<file path="config.mk">
export PLATFORM = sky130hd
export DESIGN_NAME = lcd_string_streamer
export DESIGN_NICKNAME = d
export VERILOG_FILES = /design/src/rtl/lcd_stream_pkg.sv /design/src/rtl/lcd_char_ram.sv /design/src/rtl/lcd_string_streamer.sv
export SDC_FILE = /design/constraint.sdc
export NUM_CORES = 1
export LEC_CHECK = 0
export CORE_MARGIN = 4
export CORE_UTILIZATION = 60
export CTS_BUF_LIST = sky130_fd_sc_hd__clkbuf_4 sky130_fd_sc_hd__clkbuf_8
export CTS_CLUSTER_SIZE = 14
export DETAILED_ROUTE_END_ITERATION = 8
export PLACE_DENSITY_LB_ADDON = 0.05
export SLEW_MARGIN = 20
export SYNTH_ARGS = -nofsm -noshare
export SYNTH_HDL_FRONTEND = slang
export SYNTH_SLANG_ARGS = --single-unit
</file>
<file path="constraint.sdc">
create_clock -name Clock -period 4.7 [get_ports Clock]
set_clock_uncertainty 0.1 [all_clocks]
set_input_delay 0.94 -clock Clock [delete_from_list [all_inputs] [get_ports Clock]]
set_output_delay 0.94 -clock Clock [all_outputs]
set_load 0.005 [all_outputs]
</file>
<file path="src/rtl/lcd_stream_pkg.sv">
// Shared FSM encoding and LCD byte constants for the LCD string streamer.
package lcd_stream_pkg;

  typedef enum logic [2:0] {
    ST_IDLE,
    ST_FETCH,
    ST_SEND,
    ST_CMD,
    ST_DONE
  } state_e;

  localparam logic [7:0] LCD_CMD_HOME  = 8'h80;
  localparam logic [7:0] LCD_CMD_LINE2 = 8'hC0;
  localparam logic       RS_DATA       = 1'b1;
  localparam logic       RS_CMD        = 1'b0;

endpackage

</file>
<file path="src/rtl/lcd_char_ram.sv">
// Character buffer: one write port, one synchronous read port with read enable.
module lcd_char_ram #(
  parameter int DEPTH  = 32,
  parameter int ADDR_W = 5,
  parameter int DATA_W = 8
) (
  input  logic              clk_i,
  input  logic              wr_en_i,
  input  logic [ADDR_W-1:0] wr_addr_i,
  input  logic [DATA_W-1:0] wr_data_i,
  input  logic              rd_en_i,
  input  logic [ADDR_W-1:0] rd_addr_i,
  output logic [DATA_W-1:0] rd_data_o
);

  logic [DATA_W-1:0] mem_q [DEPTH];

  // Read data is only refreshed on rd_en so it stays stable while a byte waits for ready.
  always_ff @(posedge clk_i) begin
    if (wr_en_i) mem_q[wr_addr_i] <= wr_data_i;
    if (rd_en_i) rd_data_o <= mem_q[rd_addr_i];
  end

endmodule

</file>
<file path="src/rtl/lcd_string_streamer.sv">
// Streams a buffered string to an LCD controller over valid/ready, with optional repeat.
// Optional line-wrap commands are enabled by defining LCD_STREAM_LINE_WRAP_EN.
module lcd_string_streamer
  import lcd_stream_pkg::*;
#(
  parameter int DEPTH    = 32,
  parameter int ADDR_W   = 5,
  parameter int DATA_W   = 8,
  parameter int LCD_COLS = 16
) (
  input  logic              Clock,
  input  logic              Reset,
  input  logic              iWrEnable,
  input  logic [ADDR_W-1:0] iWrAddress,
  input  logic [DATA_W-1:0] iWrData,
  input  logic [ADDR_W:0]   iLength,
  input  logic              iStart,
  input  logic              iRepeat,
  output logic              oBusy,
  output logic              oDone,
  output logic [ADDR_W-1:0] oCharIndex,
  output logic              oLCD_Valid,
  output logic              oLCD_RS,
  output logic [DATA_W-1:0] oLCD_Data,
  input  logic              iLCD_Ready
);

  // state | meaning: IDLE wait start | FETCH buffer read | SEND offer char
  //                  CMD offer command byte | DONE pulse oDone, repeat or finish
  localparam logic [ADDR_W:0] DEPTH_LEN = (ADDR_W+1)'(DEPTH);
  localparam logic [ADDR_W:0] IDX_ONE   = (ADDR_W+1)'(1);

  state_e            state_q, state_d;
  logic [ADDR_W:0]   index_q, index_d;
  logic [ADDR_W:0]   len_q, len_d;
  logic [DATA_W-1:0] cmd_q, cmd_d;
  logic [DATA_W-1:0] rd_data;
  logic              last_char;

`ifdef LCD_STREAM_LINE_WRAP_EN
  localparam int COL_W = $clog2(LCD_COLS + 1);
  logic [COL_W-1:0] col_q, col_d;
  logic             line2_q, line2_d;
`endif

  lcd_char_ram #(
    .DEPTH (DEPTH),
    .ADDR_W(ADDR_W),
    .DATA_W(DATA_W)
  ) u_ram (
    .clk_i    (Clock),
    .wr_en_i  (iWrEnable),
    .wr_addr_i(iWrAddress),
    .wr_data_i(iWrData),
    .rd_en_i  (state_q == ST_FETCH),
    .rd_addr_i(index_q[ADDR_W-1:0]),
    .rd_data_o(rd_data)
  );

  assign last_char = (index_q + IDX_ONE) == len_q;

  always_ff @(posedge Clock) begin
    if (Reset) begin
      state_q <= ST_IDLE;
      index_q <= '0;
      len_q   <= '0;
      cmd_q   <= '0;
`ifdef LCD_STREAM_LINE_WRAP_EN
      col_q   <= '0;
      line2_q <= 1'b0;
`endif
    end else begin
      state_q <= state_d;
      index_q <= index_d;
      len_q   <= len_d;
      cmd_q   <= cmd_d;
`ifdef LCD_STREAM_LINE_WRAP_EN
      col_q   <= col_d;
      line2_q <= line2_d;
`endif
    end
  end

  always_comb begin
    state_d = state_q;
    index_d = index_q;
    len_d   = len_q;
    cmd_d   = cmd_q;
`ifdef LCD_STREAM_LINE_WRAP_EN
    col_d   = col_q;
    line2_d = line2_q;
`endif
    case (state_q)
      ST_IDLE: begin
        if (iStart) begin
          len_d   = (iLength > DEPTH_LEN) ? DEPTH_LEN : iLength;
          index_d = '0;
`ifdef LCD_STREAM_LINE_WRAP_EN
          col_d   = '0;
          line2_d = 1'b0;
`endif
          state_d = (iLength == '0) ? ST_DONE : ST_FETCH;
        end
      end
      ST_FETCH: state_d = ST_SEND;
      ST_SEND: begin
        if (iLCD_Ready) begin
          index_d = index_q + IDX_ONE;
          if (last_char) begin
            state_d = ST_DONE;
`ifdef LCD_STREAM_LINE_WRAP_EN
          end else if (col_q == COL_W'(LCD_COLS - 1)) begin
            col_d   = '0;
            line2_d = !line2_q;
            cmd_d   = line2_q ? DATA_W'(LCD_CMD_HOME) : DATA_W'(LCD_CMD_LINE2);
            state_d = ST_CMD;
          end else begin
            col_d   = col_q + COL_W'(1);
            state_d = ST_FETCH;
`else
          end else begin
            state_d = ST_FETCH;
`endif
          end
        end
      end
      // A zero-length repeating message only ever emits the home command.
      ST_CMD: begin
        if (iLCD_Ready) state_d = (len_q == '0) ? ST_DONE : ST_FETCH;
      end
      ST_DONE: begin
        if (iRepeat) begin
          index_d = '0;
          cmd_d   = DATA_W'(LCD_CMD_HOME);
`ifdef LCD_STREAM_LINE_WRAP_EN
          col_d   = '0;
          line2_d = 1'b0;
`endif
          state_d = ST_CMD;
        end else begin
          state_d = ST_IDLE;
        end
      end
      default: state_d = ST_IDLE;
    endcase
  end

  assign oBusy      = (state_q != ST_IDLE);
  assign oDone      = (state_q == ST_DONE);
  assign oLCD_Valid = (state_q == ST_SEND) || (state_q == ST_CMD);
  assign oLCD_RS    = (state_q == ST_SEND) ? RS_DATA : RS_CMD;
  assign oLCD_Data  = (state_q == ST_SEND) ? rd_data :
                      (state_q == ST_CMD)  ? cmd_q   : '0;
  assign oCharIndex = index_q[ADDR_W] ? '1 : index_q[ADDR_W-1:0];

endmodule

</file>
After elaboration in Yosys (flattened, before gate mapping)
Memories as Yosys holds them, arrays and structs flattened. A register that Yosys moved wholly into a read port is not among the register bits.
Index checks and enable logic that the tools add are counted.
- add/sub/neg operators: 1
- magnitude comparators: 1
- eq/ne operators: 9
- muxes and demuxes: 19
- reduce and logical (&&, ||, !) cells: 10
- operators with widths (cell ; count):
    6-bit two-way mux ; 4
    3-bit two-way mux ; 6
    6-bit one-hot mux with 3 select lines ; 1
    8-bit two-way mux ; 2
    3-bit one-hot mux with 5 select lines ; 1
    6-bit logical NOT ; 2
    2-bit inequality test, second input constant ; 4
    6-bit by 1-bit adder with 6-bit output, second input constant ; 1
    3-bit by 2-bit == test with 1-bit output, second input constant ; 2
    6-bit == test ; 1
    6-bit > comparator, second input constant ; 1
    3-bit nonzero test ; 2
    5-bit two-way mux ; 1
    2-bit AND reduction ; 2
    4-bit AND reduction ; 1
    3-bit by 1-bit == test with 1-bit output, second input constant ; 1
    3-bit == test, second input constant ; 1
    3-bit logical NOT ; 1
    1-bit two-way mux ; 3
    3-bit AND reduction ; 1
    2-bit two-way mux ; 1
    1-bit logical OR ; 1
- flip-flop bits (word level): 16
- RAM bits: 256
- input bits: 25
- output and inout port bits: 17
- memories kept: 1
- memory list (name ; words ; bits a word ; read ports ; clocked after Yosys merged registers in ; wr ports ; line ; source):
    u_ram.mem_q ; 32 ; 8 ; 1 ; 1 ; 1 ; lcd_char_ram.sv:16 ; logic [DATA_W-1:0] mem_q [DEPTH];

Longest topological paths before layout
- depth after elaboration: 5
- depth in mapped cells: 8
- mapped depth without buffers: 6

Cells and area by module
A second synthesis with hierarchy kept.
- cell total of the unflattened synthesis: 555
- area, all modules: 11177.0 µm²
- modules (own cells, without submodules) (module ; instances ; cells each ; area an instance (µm²)):
    lcd_char_ram ; 1 ; 417 ; 10133.5
    lcd_string_streamer ; 1 ; 138 ; 1043.5

Worst setup path before layout
No wires, ideal clock.
- path kind: input to register
- start point: input iWrAddress[1]
- end point: memory u_ram.mem_q[0][0] (enable)
- arrival: 1.961 ns
- required time: 4.230 ns
- path slack: 2.269 ns
- stages on the path: 3
- buffers on the path: 1
- cell sequence: or3b_2 > clkbuf_1 > nor2_1
- RTL lines (element ; line ; source):
    from (decl) ; lcd_string_streamer.sv:14 ; input logic [ADDR_W-1:0] iWrAddress,
    to (decl) ; lcd_char_ram.sv:16 ;
Straight into the memory's write port.

Final worst setup path
- start point: register state_q[1]
- end point: output oLCD_RS
- word-level cells in the longest chain between the ends: 2
- ends and longest elaborated chain (element ; line ; source):
    from (decl) ; lcd_string_streamer.sv:33 ; state_e state_q, state_d;
    from (signal assigned) ; lcd_string_streamer.sv:73 ; state_q <= state_d;
    3-bit by 2-bit == test with 1-bit output ; lcd_string_streamer.sv:151 ; assign oLCD_RS = (state_q == ST_SEND) ? RS_DATA : RS_CMD;
    1-bit two-way mux ; lcd_string_streamer.sv:151 ;
    to (decl) ; lcd_string_streamer.sv:23 ; output logic oLCD_RS,
No other way between the ends.

==> flow_summary.json <==
{
  "status": "complete, no violations",
  "fp.dieW_microns": 144,
  "yosys.area.top_type": "edfxtp_1",
  "ys_warn_count": 0,
  "stdcell_count": 894,
  "dr.pass1.iters": 5,
  "slew-limit-headroom": 0.397,
  "wl_met3_microns": 1460,
  "ant_nets": 0,
  "dr_wl_met2_microns": 11400,
  "grt_max_degree": 35,
  "fmax_mhz": 291,
  "yosysSeqAreaShare": 0.738,
  "grt_pass1_vias": 5676,
  "cts_buffer_depth": 3,
  "syn_nets": 581,
  "path_clk_slew_ps": 60,
  "avgViaCountPerCell": 6.25,
  "stdcell_area_sq_um": 12700,
  "antenna_found_initial": 0,
  "track_usage": 0.230,
  "cts.repair.resized": 0,
  "leakagePower_nw": 3.95,
  "die_area_sq_um": 20900,
  "tritoncts": "built",
  "rsz0062_at_grt": "no",
  "io_buffers": 41,
  "synth_top_cell_area_share": 0.710,
  "diodes": 0,
  "yosys_register_bits": 280,
  "netlist_area_sq_um": 11200,
  "io_pins": 42,
  "core-area_sq_um": 18100,
  "netlist-cell-type-count": 39,
  "max-cap-violations": 0,
  "hpwl_microns": 14600,
  "final_core_util": 0.701,
  "drt-initial-drc-count": 465,
  "cp_max_fo": 12,
  "row_count": 49,
  "finalCriticalPeriod_ps": 3440,
  "hold_class": "reg2reg",
  "power_density_nw_per_um2": 417,
  "grt_pass1_wl_microns": 34600,
  "die_y_microns": 144,
  "drv_slew": 0,
  "cp-end-kind": "output port",
  "fin_ws_ps": 1260,
  "dp_worst_setup_slack_ps": 1420,
  "dp.cells": 812,
  "hold_buffers": 0,
  "synth_cells": 555,
  "power_mw": 5.30,
  "drive_above_1_share": 0.280,
  "period_share": 0.732,
  "initial_core_util": 0.616,
  "clkSinkCount": 280,
  "routed.top_layer": "met4",
  "areaGrowthSynthToFinish_pct": 13.9,
  "cp-start-kind": "flop",
  "required_ps": 3660,
  "synth_area_per_cell_sq_um": 20.1,
  "cts_max_level": 2,
  "clock_latency_ps": 560,
  "setup_viol": 0,
  "cts_root_buffer": "clkbuf_8",
  "worstMarginPinSlew_ps": 904,
  "final_hold_viol_count": 0,
  "wirelength_microns": 23000,
  "synth.area.top_cells": "edfxtp_1 71%, mux4_2 16%, dfxtp_1 2.9%",
  "cts_setup_buffers": 0,
  "irDropWorstVdd_v": 0.000341,
  "place_area_sq_um": 11900,
  "drt-wirelength-per-cell_microns": 25.7,
  "grt_overflow": 0,
  "arrival_ps": 2400,
  "critPathKind": "reg2out",
  "whs_ps": 351,
  "nets": 655,
  "remaining_drc_errors": 0,
  "gp_congestion": 0.847,
  "vias": 5590,
  "final.setup.tns_ps": 0,
  "numCtsBuffers": 44,
  "wl_met1_microns": 9780
}
==> synth_stat cells <==
library cell    n
buf_2           6
o21ai_0         8
dfxtp_1        16
o2111a_1        1
and3_1          2
or4_1           2
edfxtp_1      264
nor3_1          4
nor4b_1         1
o221ai_1        1
nor2_1         44
nor3b_1         6
or2_2           6
buf_4           6
o21a_1          1
ha_1            1
nand2b_1        4
nand3b_1        8
mux4_2         80
nand4bb_1       1
nand3_1         9
a32oi_1         1
mux2_2          8
a21o_1          1
or3_1           4
nor2b_1         3
o311ai_0        1
nand4b_1        1
buf_1           4
xor2_1          4
mux2i_1         2
o211ai_1        1
clkbuf_1       14
a21oi_1        15
nand2_1         7
or3b_2          3
and2_1          8
xnor2_1         4
inv_1           3
==> state kept, by name (all words and copies together), names as in the netlist <==
register and cells:
u_ram.mem_q 256, cmd_q 1, state_q 3, len_q 6, u_ram.rd_data_o 8, index_q 6
==> cell type report <==
cell class,count,area (sq um)
timing repair buffer,58,533
clock inverter,21,118
fill,1111,5420
tap,229,287
sequential,280,8250
multi-input combinational,242,2770
inverter,3,11.3
clock buffer,61,752
==> metal layers <==
layer / track usage / vias up
met1: 0.333 / 2919
met5: 0 / -
li1: - / 2425
met3: 0.0460 / 26
met2: 0.368 / 220
met4: 0.0555 / 0
==> power breakdown <==
part	internal [mW]	switching [mW]	leakage, nW	total, mW
Sequential	2.80	0.0519	2.51	2.85
Clock	1.09	0.902	0.465	2.00
Combinational	0.224	0.231	0.977	0.455
==> kinds of logic after synthesis <==
kind of cell	count (synthesis)	share of synthesized area
xor gates and xnor gates	8	0.00627
and+or+nand+nor	113	0.0538
muxes	90	0.171
adders and majority gates	1	0.00112
buffers and inverters	33	0.0138
DFF	280	0.738
AOI/OAI and AO/OA	30	0.0157
==> cells in the final DEF (no fill, tap or decap), types with 6 or more instances in the layout <==
cell type        Yosys  layout
or2_2                6       6
clkbuf_4             0      14
and2_1               8       8
nor2_1              44      44
dfxtp_1             16      14
buf_4                6      17
nand3_1              9       9
edfxtp_1           264     264
mux4_2              80      80
nor3b_1              6       6
clkinv_2             0       6
o21ai_0              8       8
clkbuf_8             0      47
nand3b_1             8       8
mux2_2               8       8
clkdlybuf4s50_1      0      40
a21oi_1             15      15
clkinv_1             0      13
nand2_1              7       7
==> path summary, 6_finish.rpt <==
path	depth (start not counted)	startpoint	to	slack, ps
setup / recovery	3	state_q[1]	oLCD_RS	1260
hold / removal	2	cmd_q[7]	cmd_q[7]	350
setup reg to reg	4	index_q[1]	u_ram.rd_data_o[2]	1770
hold reg to reg	2	cmd_q[7]	cmd_q[7]	350
==> critical path, cell delays in order, from the launching register on <==
cell and delay, ps:
dfxtp_1 530, nor3b_1 560, buf_4 260, clkdlybuf4s50_1 500
No activity file was read; power rests on OpenSTA's default activity.
